File: config.mk
export PLATFORM = sky130hd
export DESIGN_NAME = axi_mem_rw_bank_arbiter
export DESIGN_NICKNAME = d
export VERILOG_FILES = /design/src/rtl/axi_mem_arb_pkg.sv /design/src/rtl/axi_mem_rw_bank_arb_slice.sv /design/src/rtl/axi_mem_rw_bank_arbiter.sv
export SDC_FILE = /design/constraint.sdc
export NUM_CORES = 1
export LEC_CHECK = 0
export CORE_AREA = 2 2 260 262
export DETAILED_ROUTE_END_ITERATION = 8
export DIE_AREA = 0 0 262 264
export PLACE_DENSITY_LB_ADDON = 0.3
export SLEW_MARGIN = 20
export SYNTH_ARGS = -nofsm -noshare
export SYNTH_HDL_FRONTEND = slang
export SYNTH_SLANG_ARGS = --single-unit
export TNS_END_PERCENT = 1
File: constraint.sdc
create_clock -name clk_i -period 6.1 [get_ports clk_i]
set_input_delay 1.83 -clock clk_i [delete_from_list [all_inputs] [get_ports clk_i]]
set_output_delay 1.83 -clock clk_i [all_outputs]
set_load 0.005 [all_outputs]
File: src/rtl/axi_mem_arb_pkg.sv
// Types and the fairness-update helper used by the read/write bank arbiter.
package axi_mem_arb_pkg;

  localparam int unsigned AtopWidth = 6;

  typedef logic [AtopWidth-1:0] atop_t;

  typedef enum logic {
    SelRead  = 1'b0,
    SelWrite = 1'b1
  } port_sel_e;

  // A contended handshake hands priority to the port that just lost.
  function automatic port_sel_e prio_update(input port_sel_e prio,
                                            input port_sel_e sel,
                                            input logic      handshake,
                                            input logic      contended);
    if (handshake && contended) begin
      return (sel == SelRead) ? SelWrite : SelRead;
    end
    return prio;
  endfunction

endpackage

File: src/rtl/axi_mem_rw_bank_arb_slice.sv
// One bank: read/write selection with lock and fairness, plus the owner queue
// that steers each in-order memory response back to its requester.
module axi_mem_rw_bank_arb_slice
  import axi_mem_arb_pkg::*;
#(
  parameter int unsigned AddrWidth      = 32,
  parameter int unsigned MemDataWidth   = 32,
  parameter int unsigned MaxOutstanding = 2
) (
  input  logic                      clk_i,
  input  logic                      rst_i,
  input  logic                      rd_req_i,
  input  logic                      wr_req_i,
  output logic                      rd_gnt_o,
  output logic                      wr_gnt_o,
  input  logic [AddrWidth-1:0]      rd_addr_i,
  input  logic [AddrWidth-1:0]      wr_addr_i,
  input  logic [MemDataWidth-1:0]   rd_wdata_i,
  input  logic [MemDataWidth-1:0]   wr_wdata_i,
  input  logic [MemDataWidth/8-1:0] rd_strb_i,
  input  logic [MemDataWidth/8-1:0] wr_strb_i,
  input  atop_t                     rd_atop_i,
  input  atop_t                     wr_atop_i,
  input  logic                      rd_we_i,
  input  logic                      wr_we_i,
  output logic                      rd_rvalid_o,
  output logic                      wr_rvalid_o,
  output logic [MemDataWidth-1:0]   rd_rdata_o,
  output logic [MemDataWidth-1:0]   wr_rdata_o,
  output logic                      mem_req_o,
  input  logic                      mem_gnt_i,
  output logic [AddrWidth-1:0]      mem_addr_o,
  output logic [MemDataWidth-1:0]   mem_wdata_o,
  output logic [MemDataWidth/8-1:0] mem_strb_o,
  output atop_t                     mem_atop_o,
  output logic                      mem_we_o,
  input  logic                      mem_rvalid_i,
  input  logic [MemDataWidth-1:0]   mem_rdata_i,
  output logic                      busy_o
);

  localparam int unsigned PtrWidth = (MaxOutstanding > 1) ? $clog2(MaxOutstanding) : 1;
  localparam int unsigned CntWidth = $clog2(MaxOutstanding + 1);

  port_sel_e                prio_q, lock_sel_q, sel, head;
  logic                     lock_q, sel_req, handshake, contended;
  logic                     push, pop, full, empty;
  logic [MaxOutstanding-1:0] owner_q;
  logic [PtrWidth-1:0]      wr_ptr_q, rd_ptr_q;
  logic [CntWidth-1:0]      cnt_q;

  function automatic logic [PtrWidth-1:0] ptr_next(input logic [PtrWidth-1:0] ptr);
    return (ptr == PtrWidth'(MaxOutstanding - 1)) ? '0 : ptr + PtrWidth'(1);
  endfunction

  // A locked selection wins; otherwise a lone requester, otherwise priority.
  always_comb begin
    sel = SelRead;
    if (lock_q) begin
      sel = lock_sel_q;
    end else if (rd_req_i && wr_req_i) begin
      sel = prio_q;
    end else if (wr_req_i) begin
      sel = SelWrite;
    end
  end

  assign contended = rd_req_i & wr_req_i;
  assign sel_req   = (sel == SelWrite) ? wr_req_i : rd_req_i;
  assign full      = (cnt_q == CntWidth'(MaxOutstanding));
  assign empty     = (cnt_q == '0);
  assign mem_req_o = sel_req & ~full & ~rst_i;
  assign handshake = mem_req_o & mem_gnt_i;
  assign rd_gnt_o  = handshake & (sel == SelRead);
  assign wr_gnt_o  = handshake & (sel == SelWrite);

  assign mem_addr_o  = (sel == SelWrite) ? wr_addr_i  : rd_addr_i;
  assign mem_wdata_o = (sel == SelWrite) ? wr_wdata_i : rd_wdata_i;
  assign mem_strb_o  = (sel == SelWrite) ? wr_strb_i  : rd_strb_i;
  assign mem_atop_o  = (sel == SelWrite) ? wr_atop_i  : rd_atop_i;
  assign mem_we_o    = (sel == SelWrite) ? wr_we_i    : rd_we_i;

  // Responses with nothing outstanding are dropped.
  assign push        = handshake;
  assign pop         = mem_rvalid_i & ~empty;
  assign head        = port_sel_e'(owner_q[rd_ptr_q]);
  assign rd_rvalid_o = pop & ~rst_i & (head == SelRead);
  assign wr_rvalid_o = pop & ~rst_i & (head == SelWrite);
  assign rd_rdata_o  = mem_rdata_i;
  assign wr_rdata_o  = mem_rdata_i;

  assign busy_o = ~empty | rd_req_i | wr_req_i;

  always_ff @(posedge clk_i or posedge rst_i) begin
    if (rst_i) begin
      prio_q     <= SelRead;
      lock_q     <= 1'b0;
      lock_sel_q <= SelRead;
    end else begin
      prio_q <= prio_update(prio_q, sel, handshake, contended);
      lock_q <= mem_req_o & ~mem_gnt_i;
      if (mem_req_o && !mem_gnt_i) begin
        lock_sel_q <= sel;
      end
    end
  end

  // Owner queue: registered occupancy, so a pop never unblocks the same cycle.
  always_ff @(posedge clk_i or posedge rst_i) begin
    if (rst_i) begin
      owner_q  <= '0;
      wr_ptr_q <= '0;
      rd_ptr_q <= '0;
      cnt_q    <= '0;
    end else begin
      if (push) begin
        owner_q[wr_ptr_q] <= sel;
        wr_ptr_q          <= ptr_next(wr_ptr_q);
      end
      if (pop) begin
        rd_ptr_q <= ptr_next(rd_ptr_q);
      end
      unique case ({push, pop})
        2'b10:   cnt_q <= cnt_q + CntWidth'(1);
        2'b01:   cnt_q <= cnt_q - CntWidth'(1);
        default: cnt_q <= cnt_q;
      endcase
    end
  end

  a_lock_held: assert property (@(posedge clk_i) disable iff (rst_i)
    lock_q |-> ((lock_sel_q == SelWrite) ? wr_req_i : rd_req_i))
    else $error("locked requester withdrew its request");

  a_rvalid_owned: assert property (@(posedge clk_i) disable iff (rst_i)
    mem_rvalid_i |-> !empty)
    else $warning("memory response with nothing outstanding was dropped");

endmodule

File: src/rtl/axi_mem_rw_bank_arbiter.sv
// Per-bank read/write arbitration onto single-ported SRAM banks; banks are
// independent slices and only the busy indication is shared.
module axi_mem_rw_bank_arbiter
  import axi_mem_arb_pkg::*;
#(
  parameter int unsigned NumBanks       = 2,
  parameter int unsigned AddrWidth      = 32,
  parameter int unsigned MemDataWidth   = 32,
  parameter int unsigned MaxOutstanding = 2
) (
  input  logic                                clk_i,
  input  logic                                rst_i,
  output logic                                busy_o,
  input  logic [NumBanks-1:0]                 rd_req_i,
  input  logic [NumBanks-1:0]                 wr_req_i,
  output logic [NumBanks-1:0]                 rd_gnt_o,
  output logic [NumBanks-1:0]                 wr_gnt_o,
  input  logic [NumBanks*AddrWidth-1:0]       rd_addr_i,
  input  logic [NumBanks*AddrWidth-1:0]       wr_addr_i,
  input  logic [NumBanks*MemDataWidth-1:0]    rd_wdata_i,
  input  logic [NumBanks*MemDataWidth-1:0]    wr_wdata_i,
  input  logic [NumBanks*MemDataWidth/8-1:0]  rd_strb_i,
  input  logic [NumBanks*MemDataWidth/8-1:0]  wr_strb_i,
  input  logic [NumBanks*AtopWidth-1:0]       rd_atop_i,
  input  logic [NumBanks*AtopWidth-1:0]       wr_atop_i,
  input  logic [NumBanks-1:0]                 rd_we_i,
  input  logic [NumBanks-1:0]                 wr_we_i,
  output logic [NumBanks-1:0]                 rd_rvalid_o,
  output logic [NumBanks-1:0]                 wr_rvalid_o,
  output logic [NumBanks*MemDataWidth-1:0]    rd_rdata_o,
  output logic [NumBanks*MemDataWidth-1:0]    wr_rdata_o,
  output logic [NumBanks-1:0]                 mem_req_o,
  input  logic [NumBanks-1:0]                 mem_gnt_i,
  output logic [NumBanks*AddrWidth-1:0]       mem_addr_o,
  output logic [NumBanks*MemDataWidth-1:0]    mem_wdata_o,
  output logic [NumBanks*MemDataWidth/8-1:0]  mem_strb_o,
  output logic [NumBanks*AtopWidth-1:0]       mem_atop_o,
  output logic [NumBanks-1:0]                 mem_we_o,
  input  logic [NumBanks-1:0]                 mem_rvalid_i,
  input  logic [NumBanks*MemDataWidth-1:0]    mem_rdata_i
);

  localparam int unsigned StrbWidth = MemDataWidth / 8;

  logic [NumBanks-1:0] bank_busy;

  for (genvar b = 0; b < NumBanks; b++) begin : g_bank
    axi_mem_rw_bank_arb_slice #(
      .AddrWidth      (AddrWidth),
      .MemDataWidth   (MemDataWidth),
      .MaxOutstanding (MaxOutstanding)
    ) u_slice (
      .clk_i        (clk_i),
      .rst_i        (rst_i),
      .rd_req_i     (rd_req_i[b]),
      .wr_req_i     (wr_req_i[b]),
      .rd_gnt_o     (rd_gnt_o[b]),
      .wr_gnt_o     (wr_gnt_o[b]),
      .rd_addr_i    (rd_addr_i[b*AddrWidth +: AddrWidth]),
      .wr_addr_i    (wr_addr_i[b*AddrWidth +: AddrWidth]),
      .rd_wdata_i   (rd_wdata_i[b*MemDataWidth +: MemDataWidth]),
      .wr_wdata_i   (wr_wdata_i[b*MemDataWidth +: MemDataWidth]),
      .rd_strb_i    (rd_strb_i[b*StrbWidth +: StrbWidth]),
      .wr_strb_i    (wr_strb_i[b*StrbWidth +: StrbWidth]),
      .rd_atop_i    (rd_atop_i[b*AtopWidth +: AtopWidth]),
      .wr_atop_i    (wr_atop_i[b*AtopWidth +: AtopWidth]),
      .rd_we_i      (rd_we_i[b]),
      .wr_we_i      (wr_we_i[b]),
      .rd_rvalid_o  (rd_rvalid_o[b]),
      .wr_rvalid_o  (wr_rvalid_o[b]),
      .rd_rdata_o   (rd_rdata_o[b*MemDataWidth +: MemDataWidth]),
      .wr_rdata_o   (wr_rdata_o[b*MemDataWidth +: MemDataWidth]),
      .mem_req_o    (mem_req_o[b]),
      .mem_gnt_i    (mem_gnt_i[b]),
      .mem_addr_o   (mem_addr_o[b*AddrWidth +: AddrWidth]),
      .mem_wdata_o  (mem_wdata_o[b*MemDataWidth +: MemDataWidth]),
      .mem_strb_o   (mem_strb_o[b*StrbWidth +: StrbWidth]),
      .mem_atop_o   (mem_atop_o[b*AtopWidth +: AtopWidth]),
      .mem_we_o     (mem_we_o[b]),
      .mem_rvalid_i (mem_rvalid_i[b]),
      .mem_rdata_i  (mem_rdata_i[b*MemDataWidth +: MemDataWidth]),
      .busy_o       (bank_busy[b])
    );
  end

  assign busy_o = |bank_busy;

endmodule
After elaboration in Yosys (flattened, before gate mapping)
Index checks and enable logic that the tools add are counted.
Widths: inputs -> output; s select.
{"block": "totals", "regBits": 18, "latchBits": 0, "ramBits": 0, "mem_bits_ro": 0, "in_bits": 374, "word_cells": 126, "memories": 0}
{"block": "classes", "addsub": 8, "n_mul": 0, "n_div": 0, "magnitude_cmp": 6, "n_eq_ne": 6, "shift": 0, "muxes": 40, "bitwise": 37, "n_reduce_logical": 15}
{"cell": "$mux 32", "n": 4}
{"cell": "$mux 1", "n": 26}
{"cell": "$and 1x1->1", "n": 22}
{"cell": "$mux 6", "n": 2}
{"cell": "$not 1->1", "n": 11}
{"cell": "$eq 2x2->1 const B", "n": 4}
{"cell": "$logic_and 1x1->1", "n": 8}
{"cell": "$lt 1x2->1 const B", "n": 4}
{"cell": "$mux 4", "n": 2}
{"cell": "$pmux 2 s2", "n": 2}
{"cell": "$add 1x1->1 const B", "n": 4}
{"cell": "$add 2x1->2 const B", "n": 2}
{"cell": "$bwmux 2", "n": 2}
{"cell": "$eq 2x1->1 const B", "n": 2}
{"cell": "$logic_not 2->1", "n": 2}
{"cell": "$or 1x1->1", "n": 4}
{"cell": "$reduce_bool 2->1", "n": 2}
{"cell": "$sub 2x1->2 const B", "n": 2}
{"cell": "$demux 1 s1", "n": 2}
{"cell": "$ge 1x1->1 const B", "n": 2}
{"cell": "$logic_not 1->1", "n": 2}
{"cell": "$reduce_or 2->1", "n": 1}

Depth between registers and ports, before layout
Gate-level depths: netlist (run 1).
{"block": "logic_depth", "ltp_word": 9, "mapped_depth": 7, "mapped_depth_nobuf": 7}

Cells and area by module
From an unflattened synthesis (run 1), not the netlist that was laid out.
{"block": "hier_totals", "cells_unflattened": 387, "hier_area_um2": 3754.9}
{"mod": "axi_mem_rw_bank_arb_slice", "instances": 2, "cells_each": 193, "area_each_um2": 1874.3, "seq_area_each_um2": 225.2}
{"mod": "axi_mem_rw_bank_arbiter", "instances": 1, "cells_each": 1, "area_each_um2": 6.3, "seq_area_each_um2": 0.0}

Worst setup path after synthesis (run 1)
Ideal clock, no wire load.
{"block": "synth_timing", "kind": "input port to output port", "startpoint": "input rd_req_i[0]", "endpoint": "output mem_we_o[0]", "t_arrival_ns": 2.928, "required_time_ns": 4.270, "slack_ns": 1.342, "path_stages": 5, "cell_sequence": "a211o_2 nand2_8 buf_12 mux2_4 buf_4"}
{"block": "synth_via", "elab_chain_cells": 4}
{"element": "start: declaration", "line": "axi_mem_rw_bank_arbiter.sv:14", "text": "input logic [NumBanks-1:0] rd_req_i,"}
{"element": "$logic_and 1x1->1", "line": "axi_mem_rw_bank_arb_slice.sv:61", "text": "end else if (rd_req_i && wr_req_i) begin"}
{"element": "$mux 1", "line": "axi_mem_rw_bank_arb_slice.sv:61"}
{"element": "$mux 1", "line": "axi_mem_rw_bank_arb_slice.sv:59", "text": "if (lock_q) begin"}
{"element": "$mux 1", "line": "axi_mem_rw_bank_arb_slice.sv:81", "text": "assign mem_we_o = (sel == SelWrite) ? wr_we_i : rd_we_i;"}
{"element": "end: declaration", "line": "axi_mem_rw_bank_arbiter.sv:38", "text": "output logic [NumBanks-1:0] mem_we_o,"}
No other way between the ends.

Worst setup path after layout (run 1)
{"block": "layout_timing", "startpoint": "input rd_req_i[0]", "endpoint": "output mem_wdata_o[9]"}
{"block": "layout_via", "elab_chain_cells": 4}
{"element": "$logic_and 1x1->1", "line": "axi_mem_rw_bank_arb_slice.sv:61"}
{"element": "$mux 1", "line": "axi_mem_rw_bank_arb_slice.sv:61"}
{"element": "$mux 1", "line": "axi_mem_rw_bank_arb_slice.sv:59"}
{"element": "$mux 32", "line": "axi_mem_rw_bank_arb_slice.sv:78", "text": "assign mem_wdata_o = (sel == SelWrite) ? wr_wdata_i : rd_wdata_i;"}
{"element": "end: declaration", "line": "axi_mem_rw_bank_arbiter.sv:35", "text": "output logic [NumBanks*MemDataWidth-1:0] mem_wdata_o,"}
No other way between the ends.

==> results of run 1 <==
==> power by group through the flow <==
stage                     Combinational [mW]  Sequential, mW  Clock, mW
final                                   1.36           0.228      0.147
after global routing                    1.47           0.237      0.157
after CTS                               1.40           0.228      0.153
after detailed placement                1.39           0.230          0
after global placement                  1.39           0.230          0
after floorplan                        0.763           0.216          0
==> cells in the final DEF (no fill, tap or decap), drive strengths merged, types with 2 or more instances in the layout <==
master	n
ha	2
clkbuf	4
buf	26
nor3	4
dfrtp	18
nor4	3
nand3	5
mux2i	5
diode	6
xor2	2
inv	9
xnor2	8
a21o	2
nor2	8
nand2	5
nor2b	2
a21oi	2
clkdlybuf4s50	470
and3	2
o21ai	4
mux2	156
==> path summary, 6_finish.rpt <==
path / end / slack, ns / cells past startpoint
setup reg to reg: g_bank[0].u_slice.cnt_q[1] / 4.24 / 7
hold / removal: g_bank[0].u_slice.rd_ptr_q / 0.49 / 1
max in group asynchronous: g_bank[1].u_slice.wr_ptr_q / 3.68 / 4
hold reg to reg: g_bank[0].u_slice.rd_ptr_q / 0.49 / 1
min in group asynchronous: g_bank[0].u_slice.cnt_q[1] / 2.27 / 4
setup / recovery: mem_wdata_o[9] / 0.24 / 6
==> flip-flops by register name (all words and copies together), names as in the netlist <==
| register | flops |
|---|---|
| g_bank.u_slice.lock_sel_q | 2 |
| g_bank.u_slice.owner_q | 4 |
| g_bank.u_slice.wr_ptr_q | 2 |
| g_bank.u_slice.cnt_q | 4 |
| g_bank.u_slice.lock_q | 2 |
| g_bank.u_slice.prio_q | 2 |
| g_bank.u_slice.rd_ptr_q | 2 |
==> layout make-up <==
cell class / count / area (sq um) / area share
diodes: 6 / 15.0 / 0.00165
inverters: 9 / 33.8 / 0.00371
multi-input cells: 217 / 2470 / 0.272
well taps: 873 / 1090 / 0.120
clock buffers: 4 / 88.8 / 0.00976
repair buffers: 496 / 4950 / 0.544
flip-flops and latches: 18 / 450 / 0.0495
==> per-stage QoR <==
step                power (mW)  hold slack, ns  setup WS, ns  std cells  cell area [sq um]
detailed placement        1.62           0.484         0.216       1613               9000
global placement          1.62           0.484         0.218       1613               9000
floorplan                0.980           0.459          1.34        401               4230
global route              1.86           0.515        0.0905       1623               9100
finish                    1.74           0.493         0.239       1623               9100
CTS                       1.78           0.500         0.213       1617               9090
==> cell families (layout without fill, tap and decap cells) <==
| family | Yosys count | after routing | synth area share |
|---|---|---|---|
| buf+inv | 166 | 509 | 0.310 |
| simple gates | 31 | 31 | 0.0459 |
| compound gates | 13 | 13 | 0.0216 |
| flops | 18 | 18 | 0.107 |
| xor+xnor | 10 | 10 | 0.0207 |
| fa+ha+maj | 2 | 2 | 0.00592 |
| other cells | 0 | 6 | 0 |
| mux | 161 | 161 | 0.490 |
==> layer usage <==
| metal | vias to the layer above | global-route usage | share of wire |
|---|---|---|---|
| met3 | 22 | 0.0315 | 0.16 |
| met5 | - | 0 | 0 |
| met4 | 0 | 0.0212 | 0.031 |
| met2 | 500 | 0.116 | 0.50 |
| li1 | 1936 | - | - |
| met1 | 1889 | 0.0530 | 0.31 |
==> worst max-delay path: stages <==
cell and delay [ns]:
clkdlybuf4s50_1 0.49, a211o_2 0.44, nand2_8 0.24, buf_4 0.25
mux2_4 0.31, clkdlybuf4s50_1 0.44
==> impl_summary.md, run 1 <==
Drt
The remaining number of nets flagged by the antenna check after routing is 0. The via density per instance is approximately 2.7. The DRC violations left is 0. The detailed-route wire length per cell is between 10 and 15 microns.

For this run, the detailed router's first-pass iteration total came to 4. The routed wire length is around 24 mm. For this block, the initial DRC count from the detailed router was between 90 and 100. Detailed routing inserted a total of 4347 vias.

Cells and area
The area growth from synthesis to layout is 115%. The filler cell count in the final layout is approximately 7.5k. The net count of the finished layout is 1121.

Measured on the finished design, the core utilization comes to 0.137. Of the cells placed in the final design, the portion with a size suffix greater than 1 is 0.259.

Worst setup path
In this run the worst path has a maximum fanout of 23. Data on the critical path arrives at its endpoint at about 4.0 ns. The required time reported for the critical path endpoint is 4.27 ns. Tracing the worst setup path back leads to its startpoint at rd_req_i[0].

The critical path class is in -> out. The worst setup path is captured at an output pin. The worst setup path is launched from an input pin. The startpoint identified for the worst register-to-register timing path is g_bank[0].u_slice.lock_q.

CTS
TritonCTS created 3 clock buffers. The clock latency on the worst-skew pair is between 0.2 and 0.3 ns. In this run the number of H-tree levels came out at 1. Clock tree synthesis found a total of 18 sinks.

TritonCTS built the clock tree. In this run the post-CTS setup repair buffer count came out at 0. The number of buffers on the longest clock path is 2. The tree is rooted in a clkbuf_16. Clock-pin slew was measured on the worst setup and hold paths at approximately 0.050 ns. Buffers inserted to repair hold after CTS numbered 0. The count of instances resized after the clock tree is built is 0.

Synth
For this run, the leading register cell type out of synthesis is dfrtp_1. In the post-synthesis netlist, the biggest area contributors are buf_4 26%, mux2_4 25%, mux2_2 23%. The synthesized flop and latch total is 18. Synthesis produced a netlist with a net count of slightly below 800.

The number of warning messages in the yosys log is 0. The netlist area before placement is between 0.004 and 0.005 sq mm. Of the post-synthesis cell area, the dominant cell type holds 0.261.

Among all cell types in the netlist, the one instantiated most often is buf_4. The sequential cell area fraction in the yosys report is 0.107. The cell count after synthesis came out at 401. Of all flip-flops after synthesis, the portion carrying an async set or reset was 1.00. The largest area contributor in the synthesized netlist is buf_4. In this run, synthesis inferred 0 flip-flops with an integrated enable.

Counting instances in the post-synthesis netlist gives the leading cell types as 147 x buf_4, 86 x mux2_2, 70 x mux2_4, 18 x dfrtp_1, 9 x inv_1. The number of distinct library cells after synthesis is 36. The average footprint of a synthesized cell is about 11 sq um.

Floorplanning
The standard cell core area is roughly 0.067 sq mm. The die outline width is around 260 microns. For this design the top-level I/O count stands at about 660. The floorplan step defined a die boundary enclosing roughly 0.069 sq mm. The effective utilization at floorplan is 0.0635.

The floorplan step set the die height to between 200 and 300 microns. The number of cell rows is between 90 and 100.

Min path
The launch instance of the worst min-delay path is g_bank[0].u_slice.rd_ptr_q. The worst min-delay path category is reg -> reg.

Run status
The run finished with clean final reports.

Global routing
The global routing usage summed across all routing layers is 0.0605. The global-route wire length before repair is between 30 and 40 mm. The number of antenna violations at the first check in global routing is 9. The residual overflow from global routing is 0. Entering global routing, the biggest net connects 36 pins. The number of global-route vias before repair is between 4k and 5k.

STA
The final period demand of the worst path is 5.86 ns. The final-report max-slew violation count is 0. Of the available clock period, the critical path in the final layout requires 0.961. Between clock sinks in the finished design, the worst skew comes to ~0.0011 ns. For the pin with the worst max-slew slack, the measured transition is 0.403 ns. Setup repair after global routing left no endpoint under its margin. Derived from the worst setup path, the maximum achievable clock frequency is approximately 170 MHz.

The setup total negative slack is 0 ns. The worst-case headroom to the max-slew limit is 0.728. Setup violations remaining at the end of the flow were counted as 0.

The hold violation count in the final report is 0.

Power and ir drop
The fraction of power consumed by the clock network is 0.084. Of the total power, the share spent switching nets is 0.311. Power spread over the standard cell area amounts to about 190 mW/mm^2. The internal portion of the total power is 1.20 mW. For this design the total switching power over the nets is roughly 540 uW. The worst vdd rail ir drop is roughly 0.12 mV. The share of power burned in combinational logic is 0.785. The leakage power figure is approximately 3.4 nW. The sequential share of power is 0.131.

Placement
The weighted congestion at the end of routability-driven global placement is 0.773. Buffers placed on the I/O ports in this run total 470. The HPWL reported at the end of detailed placement is ~21 mm.

Job
Max-cap violations in this run came to 0.
(Power assumes the default switching activity.)
==> inputs of run 2 (changes only) <==
--- a/config.mk
+++ b/config.mk
@@ -8,7 +8,8 @@
 export CORE_AREA = 2 2 260 262
 export DETAILED_ROUTE_END_ITERATION = 8
 export DIE_AREA = 0 0 262 264
-export PLACE_DENSITY_LB_ADDON = 0.3
+export GPL_TIMING_DRIVEN = 0
+export PLACE_DENSITY = 0.39
 export SLEW_MARGIN = 20
 export SYNTH_ARGS = -nofsm -noshare
 export SYNTH_HDL_FRONTEND = slang
==> impl_summary.md, run 2 (synthesis results as in run 1) <==
Worst setup path
The data arrival time of the critical path is 4.01 ns (-0.02 ns). Walking the worst path, the cells encountered are clkdlybuf4s50_1 > o21ai_1 > o21ai_4 > buf_4 > mux2_2 > buf_4 > clkdlybuf4s50_1. The highest cell delay on the worst timing path came to 0.53 ns (+0.04 ns). The worst setup path is launched from an input pin. The slowest library cell on the worst path is clkdlybuf4s50_1.

The required time reported for the critical path endpoint is 4.27 ns (about the same). The critical path class is in -> out. The worst path buffer plus inverter count was 4 (+1). Grouping stages by cell kind, the critical path spends the most delay in buffers and inverters. The worst setup path is captured at an output pin. The largest fanout of any net on the critical path is 10 (-57%).

Cells and area
The count of non-filler cells in the finished layout is 1878 (+16%). The largest registers in the layout are g_bank.u_slice.cnt_q (4), g_bank.u_slice.owner_q (4). The library cell used most frequently in the layout, excluding fill and tap cells, is clkdlybuf4s50_1.

Leaving out fill and tap cells, the most frequent cells in the layout are 597 x clkdlybuf4s50_1, 147 x buf_4, 86 x mux2_2, 70 x mux2_4, 18 x dfrtp_1. The synthesis-to-layout area growth is 170%. The layout cell share with drive strength beyond 1 came to 0.323 (+0.0639).

The net count of the finished layout is 1379 (+23%).

Drt
The number of vias after detailed routing came to 5253 (+21%). The total iterations of the first detailed-routing run came to 4 (unchanged). The via density per instance is 2.80 (+4.4%). The initial detailed-routing violation count is 112 (+17%). The routed wire length is 29.8 mm (+27%). The DRC violations left is 0 (unchanged).

The detailed-route wire length per cell was 15.9 microns (+9.6%). The remaining number of nets flagged by the antenna check after routing came to 0 (unchanged).

Global routing
The residual overflow from global routing is 0 (unchanged). The number of antenna violations at the first check in global routing is 14 (+5). The largest net degree at the start of global routing is 21 (-42%). The global routing usage summed across all routing layers is 0.0779 (+0.0174). The global-route wire length before repair came to 38.8 mm (+27%).

The number of global-route vias before repair is 5507 (+14%).

STA
The count of final setup violators is 0 (unchanged). The transition time at the pin with the least slew margin is 0.771 ns (+0.368 ns). The final period demand of the worst path is 5.84 ns (-0.0157 ns).

Setup repair after global routing left no endpoint under its margin. The largest clock skew in the final design is 0.000786 ns (-0.000359 ns). The final-report max-slew violation count was 0 (unchanged).

The highest clock rate is 171 MHz (+0.27%). The hold violation count in the final report came to 0 (unchanged). The setup total negative slack was 0 ns (unchanged).

The part of the cycle the worst path needs came to 0.958 (-0.00258). The worst-case headroom to the max-slew limit is 0.485 (-0.243).

Floorplanning
The area of the die was 0.0692 sq mm (unchanged). The effective utilization at floorplan is 0.0635 (unchanged). The number of primary I/O pins came to 663 (unchanged). The standard cell core area is 0.0666 sq mm (unchanged). The height of the chip is 264 microns (unchanged). The die outline width is 262 microns (unchanged). The number of cell rows was 95 (unchanged).

Power and ir drop
The worst vdd rail ir drop is 0.0869 mV (-29%). The leakage power figure came to 4.50 nW (+34%). The power per standard cell area is 171 mW/mm^2 (-10%). The power after layout is 1.95 mW (+12%).

Placement
The number of cells after detailed placement is 1871 (+16%). The HPWL reported at the end of detailed placement is 27.6 mm (+29%). The number of I/O port buffers is 597 (+27%). The weighted congestion at the end of routability-driven global placement is 0.769 (-0.56%).

CTS
TritonCTS built the clock tree. The clock latency on the worst-skew pair is 0.25 ns (about the same). The number of buffers on the longest clock path is 2 (unchanged). The clock sink count is 18 (unchanged). The total clock buffers created by CTS is 3 (unchanged). The count of H-tree levels built during CTS is 1 (unchanged). The number of hold buffers added after CTS was 0 (unchanged).

The clock tree root driver cell is clkbuf_16. The clock-pin slew on the worst setup and hold paths was 0.05 ns (about the same).

Min path
The path class of the tightest hold or removal check is reg -> reg.

Run status
The flow ran to the end, and the final reports show no timing, DRC or antenna violations.

Job
The count of max-cap constraint violations is 0 (unchanged).
run 2: layer usage:
metal / vias to the layer above / wire, microns / GRT usage
met5: - / 41 / 0
met4: 6 / 200 / 0.00702
met3: 28 / 3580 / 0.0286
met2: 416 / 16300 / 0.161
met1: 2353 / 9660 / 0.0738
li1: 2450 / - / -
run 2: area by class of cell:
class | count | area (sq um)
Tap cell | 873 | 1090
Clock buffer | 4 | 88.8
Multi-Input combinational cell | 217 | 2470
Antenna cell | 3 | 7.51
Timing Repair Buffer | 597 | 5980
Buffer | 157 | 1270
Fill cell | 7445 | 55200
Inverter | 9 | 33.8
Sequential cell | 18 | 450
run 2: path summary, 6_finish.rpt:
| check | end | cells after the start | start | slack (ns) |
|---|---|---|---|---|
| min in group asynchronous | g_bank[1].u_slice.wr_ptr_q | 2 | rst_i | 1.76 |
| worst max-delay path | mem_we_o[1] | 7 | wr_req_i[1] | 0.26 |
| worst min-delay path | g_bank[1].u_slice.wr_ptr_q | 1 | g_bank[1].u_slice.wr_ptr_q | 0.50 |
| worst max register to register | g_bank[1].u_slice.cnt_q[1] | 6 | g_bank[1].u_slice.cnt_q[0] | 4.18 |
| worst min register to register | g_bank[1].u_slice.wr_ptr_q | 1 | g_bank[1].u_slice.wr_ptr_q | 0.50 |
| max in group asynchronous | g_bank[0].u_slice.wr_ptr_q | 2 | rst_i | 3.86 |
run 2: through the flow:
step | instance area, sq um | hold WS (ns) | setup slack, ns | util
after floorplan | 4230 | 0.459 | 1.34 | -
after CTS | 11400 | 0.499 | 0.0428 | 0.171
after global placement | 11300 | 0.485 | 0.0631 | 0.170
after global routing | 11400 | 0.503 | 0.0795 | 0.171
after detailed placement | 11300 | 0.485 | 0.0433 | 0.170
final | 11400 | 0.495 | 0.255 | 0.171
run 2: power breakdown:
part / switching [mW] / internal, mW / total (mW)
Clock: 0.0452 / 0.0998 / 0.145
Sequential: 0.0533 / 0.177 / 0.230
Combinational: 0.513 / 1.06 / 1.58
run 2: timing repair:
action                                  in CTS  in global routing
endpoints found under the setup margin       0                  1
buffers inserted                             0                  0
gates resized for setup                      0                  1
hold endpoints to repair                     0                  0
==> inputs of run 3 (changes only) <==
--- a/config.mk
+++ b/config.mk
@@ -6,6 +6,7 @@
 export NUM_CORES = 1
 export LEC_CHECK = 0
 export CORE_AREA = 2 2 260 262
+export CTS_CLUSTER_SIZE = 8
 export DETAILED_ROUTE_END_ITERATION = 8
 export DIE_AREA = 0 0 262 264
 export GPL_TIMING_DRIVEN = 0
==> results of run 3 <==
Final layout, timing and power as in run 2 (identical DEF).
